--- config.mk ---
export PLATFORM = sky130hd
export DESIGN_NAME = seq_tx_0110
export DESIGN_NICKNAME = d
export VERILOG_FILES = /design/src/rtl/seq_tx_0110.sv
export SDC_FILE = /design/constraint.sdc
export NUM_CORES = 1
export LEC_CHECK = 0
export BUFFER_PORTS_ARGS = -buffer_cell sky130_fd_sc_hd__clkbuf_2
export CORE_ASPECT_RATIO = 1.4
export CORE_MARGIN = 5
export CORE_UTILIZATION = 30
export CTS_CLUSTER_DIAMETER = 40
export DETAILED_ROUTE_END_ITERATION = 10
export GPL_TIMING_DRIVEN = 0
export HOLD_SLACK_MARGIN = 0.03
export PLACE_DENSITY = 0.55
export RECOVER_POWER = 100
export SLEW_MARGIN = 30
export SYNTH_ARGS = -nofsm -noshare
export SYNTH_HDL_FRONTEND = slang
export SYNTH_SLANG_ARGS = --single-unit
export TNS_END_PERCENT = 30
--- constraint.sdc ---
create_clock -name clk -period 2.6 [get_ports clk]
set_clock_uncertainty 0.15 [all_clocks]
set_input_delay 0.65 -clock clk [delete_from_list [all_inputs] [get_ports clk]]
set_output_delay 0.65 -clock clk [all_outputs]
set_load 0.05 [all_outputs]
--- src/rtl/seq_tx_0110.sv ---
// seq_tx_0110: serial pattern transmitter sending num_frames copies of PAT, MSB first,
// separated by gap idle cycles, with abort and a completed-frame count.
module seq_tx_0110 #(
   parameter int               PAT_W    = 4,
   parameter logic [PAT_W-1:0] PAT      = 4'b0110,
   parameter int               CNT_W    = 8,
   parameter int               GAP_W    = 4,
   parameter logic             IDLE_BIT = 1'b1
) (
   input  logic             clk,
   input  logic             rst,
   input  logic             start,
   input  logic [CNT_W-1:0] num_frames,
   input  logic [GAP_W-1:0] gap,
   input  logic             abort,
   output logic             out,
   output logic             out_valid,
   output logic             busy,
   output logic             done,
   output logic [CNT_W-1:0] frames_sent
);
   localparam int IW = (PAT_W > 1) ? $clog2(PAT_W) : 1;
   localparam logic [IW-1:0] MSB = IW'(PAT_W - 1);

   typedef enum logic [1:0] {IDLE, SEND, GAP, DONE} state_t;

   state_t           state, state_n;
   logic [IW-1:0]    idx, idx_n;
   logic [CNT_W-1:0] nf, nf_n, fs_n;
   logic [GAP_W-1:0] gp, gp_n, gcnt, gcnt_n;

   always_comb begin
      state_n = state;
      idx_n   = idx;
      nf_n    = nf;
      gp_n    = gp;
      gcnt_n  = gcnt;
      fs_n    = frames_sent;
      case (state)
         IDLE:
            if (start && num_frames != '0) begin
               state_n = SEND;
               nf_n    = num_frames;
               gp_n    = gap;
               fs_n    = '0;
               idx_n   = MSB;
            end
         SEND:
            if (abort) begin
               state_n = IDLE;
               idx_n   = MSB;
            end else if (idx != '0) begin
               idx_n = idx - IW'(1);
            end else begin
               fs_n  = frames_sent + CNT_W'(1);
               idx_n = MSB;
               if (frames_sent + CNT_W'(1) == nf) begin
                  state_n = DONE;
               end else if (gp == '0) begin
                  state_n = SEND;
               end else begin
                  state_n = GAP;
                  gcnt_n  = gp - GAP_W'(1);
               end
            end
         GAP:
            if (abort) begin
               state_n = IDLE;
               idx_n   = MSB;
            end else if (gcnt == '0) begin
               state_n = SEND;
               idx_n   = MSB;
            end else begin
               gcnt_n = gcnt - GAP_W'(1);
            end
         default: state_n = IDLE;
      endcase
   end

   // Outputs are registered from the next state so the first bit appears one cycle after start.
   always_ff @(posedge clk) begin
      if (rst) begin
         state       <= IDLE;
         idx         <= MSB;
         nf          <= '0;
         gp          <= '0;
         gcnt        <= '0;
         frames_sent <= '0;
         out         <= IDLE_BIT;
         out_valid   <= 1'b0;
         busy        <= 1'b0;
         done        <= 1'b0;
      end else begin
         state       <= state_n;
         idx         <= idx_n;
         nf          <= nf_n;
         gp          <= gp_n;
         gcnt        <= gcnt_n;
         frames_sent <= fs_n;
         out         <= (state_n == SEND) ? PAT[idx_n] : IDLE_BIT;
         out_valid   <= state_n == SEND;
         busy        <= state_n == SEND || state_n == GAP;
         done        <= state_n == DONE;
      end
   end
endmodule

==> metrics.txt <==
hold_ws=345.7 ps; crit path launch=num_frames[7]; area leader, netlist=dfxtp_1; top-count cell post-synth=dfxtp_1; DIE WIDTH=74.44 um; pwr/cell area=484.9 nW/um^2; GRT Total Usage=13.75%; CP required=2670 ps; Final Max Slew Viols=0; Avg Inst Size Synth=8.592 sq um; RD Place Congestion=0.8292; Core Region=5739 sq um; via count=1592; Fmax=0.3963 GHz; crit path launch type=input port; number of fill cells=606; main flop type after synthesis=dfxtp_1; max_cap viols=0; average wire per standard cell=15.00 um; setup violators final=0; Detailed Routing Iterations Pass 1=5; depth of the worst register-to-register path=9; drc violations=0; reg2reg setup slack=110 ps; Critical R2R Launch=frames_sent[0]$_SDFFE_PP0P_; unrepaired setup endpoints after global routing=yes; layout cells sized above 1=25.62%; CTS max path bufs=2; Least-Margin Pin Slew=698.1 ps; Synth area leaders=dfxtp_1, mux2i_1, nor2_1; DRT iter0 DRCs=77; footprint of the multi-input gates=1077 sq um; total power=1.035 mW; die area=7460 sq um; hpwl dp=3.476 mm; status=finished, final reports clean; Clock Sinks=32; EDFF count, synth=0; Lkg Pwr=0.8635 nW; final hold violations=0; largest net degree at the start of global routing=11; worst setup path class=in2reg; I/O Pins=28; Rel. slew slack=53.10%; min cycle time layout=2523 ps; P&R area growth vs syn=22.38%; CTS clk-pin slew, worst paths=70 ps; synthesized instance count=203; yosys warns=0; VDD IR max=0.0003202 V; Worst R2R End=done$_SDFF_PP0_; Rows=33; Worst Path Max Fanout=10; HP Start=gcnt[0]$_SDFFE_PP0P_; Routed Antenna Nets=0; post-synthesis cell type count=53; number of port buffers=27; CTS buffer count=5; vias per cell=5.103; worst skew pair latency=290 ps; Net Count, Synth=224; kind of end point of the critical path=register; # diodes=0; Clock Root Buffer=clkbuf_8; final WL=4.681 mm; Critical Path End=busy$_SDFF_PP0_; FF/Latch Area=656.9 sq um; Tcrit/Tclk final=97.05%; post-synth top area share=36.73%; global-route wire length before repair=7.824 mm; WP data arrival=2590 ps; Post-synth ARST share=0%; H-tree depth=2; Synth Cell Area=1744 sq um; CTS tree=built; Die H=100.2 um; grt total ovfl=0; register bit total from synthesis=32; Initial Utilization=30.39%; vias in the first global route=1586; CTS Hold Bufs=0; final layout net count=262; Post-synth top cells=dfxtp_1, nor2_1, mux2i_1, a21oi_1, nand2_1; type of the worst min-delay path=reg2reg; initial antenna violation count=0; sequential fraction of the synthesis area=36.73%
==> layer usage <==
layer / vias up / global-route usage, % / routed length, um
li1: 809 / - / -
met1: 748 / 15.49 / 1949
met2: 26 / 24.17 / 2491
met3: 9 / 2.705 / 140
met4: 0 / 6.438 / 99
met5: - / 0 / 0
==> state kept, by name, summed over array words and instances (netlist names) <==
| register | flops |
|---|---|
| busy | 1 |
| done | 1 |
| frames_sent | 8 |
| gcnt | 4 |
| gp | 4 |
| idx | 2 |
| nf | 8 |
| out | 1 |
| out_valid | 1 |
| state | 2 |
==> where the power goes <==
group	leakage [nW]	internal, mW	switching, mW
clock network	0.0422	0.188	0.196
logic	0.556	0.0541	0.0772
registers	0.266	0.505	0.0147
total	0.863	0.747	0.288
==> area by class of cell <==
| class | instances | share of cell area [%] |
|---|---|---|
| flip-flops and latches | 32 | 30.77 |
| repair buffers | 32 | 7.679 |
| well taps | 70 | 4.103 |
| multi-input cells | 158 | 50.47 |
| inverters | 5 | 0.8792 |
| clock inverters | 1 | 0.2345 |
| plain buffers | 7 | 2.286 |
| clock buffers | 7 | 3.576 |
==> placed cells by master, fill, tap and decap left out, drive strengths merged, types with 2 or more instances in the layout <==
cell / count
or3: 6
and3: 3
xor2: 3
nor3b: 2
clkbuf: 38
o21a: 2
a211oi: 3
buf: 8
nor3: 4
nor4: 2
nand4: 3
nand3b: 2
or4: 3
nor2b: 4
a21oi: 14
o211ai: 3
o21ai: 9
dfxtp: 32
ha: 5
and2: 2
a21o: 3
xnor2: 6
nor2: 30
nand2b: 2
mux2i: 15
inv: 5
nand2: 11
nand3: 7
==> cells by family (layout without fill, tap and decap cells) <==
| kind of cell | count (synthesis) | count (layout) | share of synthesized area (%) |
|---|---|---|---|
| and+or+nand+nor | 87 | 87 | 26.69 |
| AOI/OAI and AO/OA | 42 | 42 | 15.93 |
| DFF | 32 | 32 | 36.73 |
| muxes | 15 | 15 | 8.608 |
| buffers and inverters | 13 | 52 | 3.945 |
| xor gates and xnor gates | 9 | 9 | 4.520 |
| adders and majority gates | 5 | 5 | 3.587 |
==> worst min path at each step <==
stage / endpoint / slack [ps] / cells after the start
2_1_floorplan: gcnt[0]$_SDFFE_PP0P_ / 300 / 2
3_3_place_gp: gcnt[0]$_SDFFE_PP0P_ / 320 / 2
3_5_place_dp: gcnt[0]$_SDFFE_PP0P_ / 340 / 2
4_1_cts: gcnt[0]$_SDFFE_PP0P_ / 350 / 2
5_1_grt: gcnt[0]$_SDFFE_PP0P_ / 390 / 2
6_report: gcnt[0]$_SDFFE_PP0P_ / 350 / 2
==> through the flow <==
step | util, % | cell area (sq um) | setup TNS, ps | setup WS (ps) | std cells
after floorplan | - | 1777 | 0 | 35.30 | 203
after global placement | 34.84 | 1999 | -1517 | -271.5 | 300
after detailed placement | 34.84 | 1999 | -1939 | -297.6 | 300
after CTS | 36.71 | 2107 | 0 | 3.321 | 311
after global routing | 37.19 | 2135 | -31.05 | -15.81 | 312
final | 37.19 | 2135 | 0 | 76.75 | 312
==> timing repair <==
action / in CTS / in global routing
resized for setup: 1 / 8
buffers inserted: 3 / 2
pin swaps: 1 / 4
setup endpoints to repair: 4 / 4
==> critical path, cell delays in order <==
cell,delay (ps)
clkbuf_2,100
or4_1,540
o211a_2,360
buf_4,230
a21oi_1,190
nand2_2,100
ha_1,300
nor2_1,110
Power figures use the tool's default switching activity.
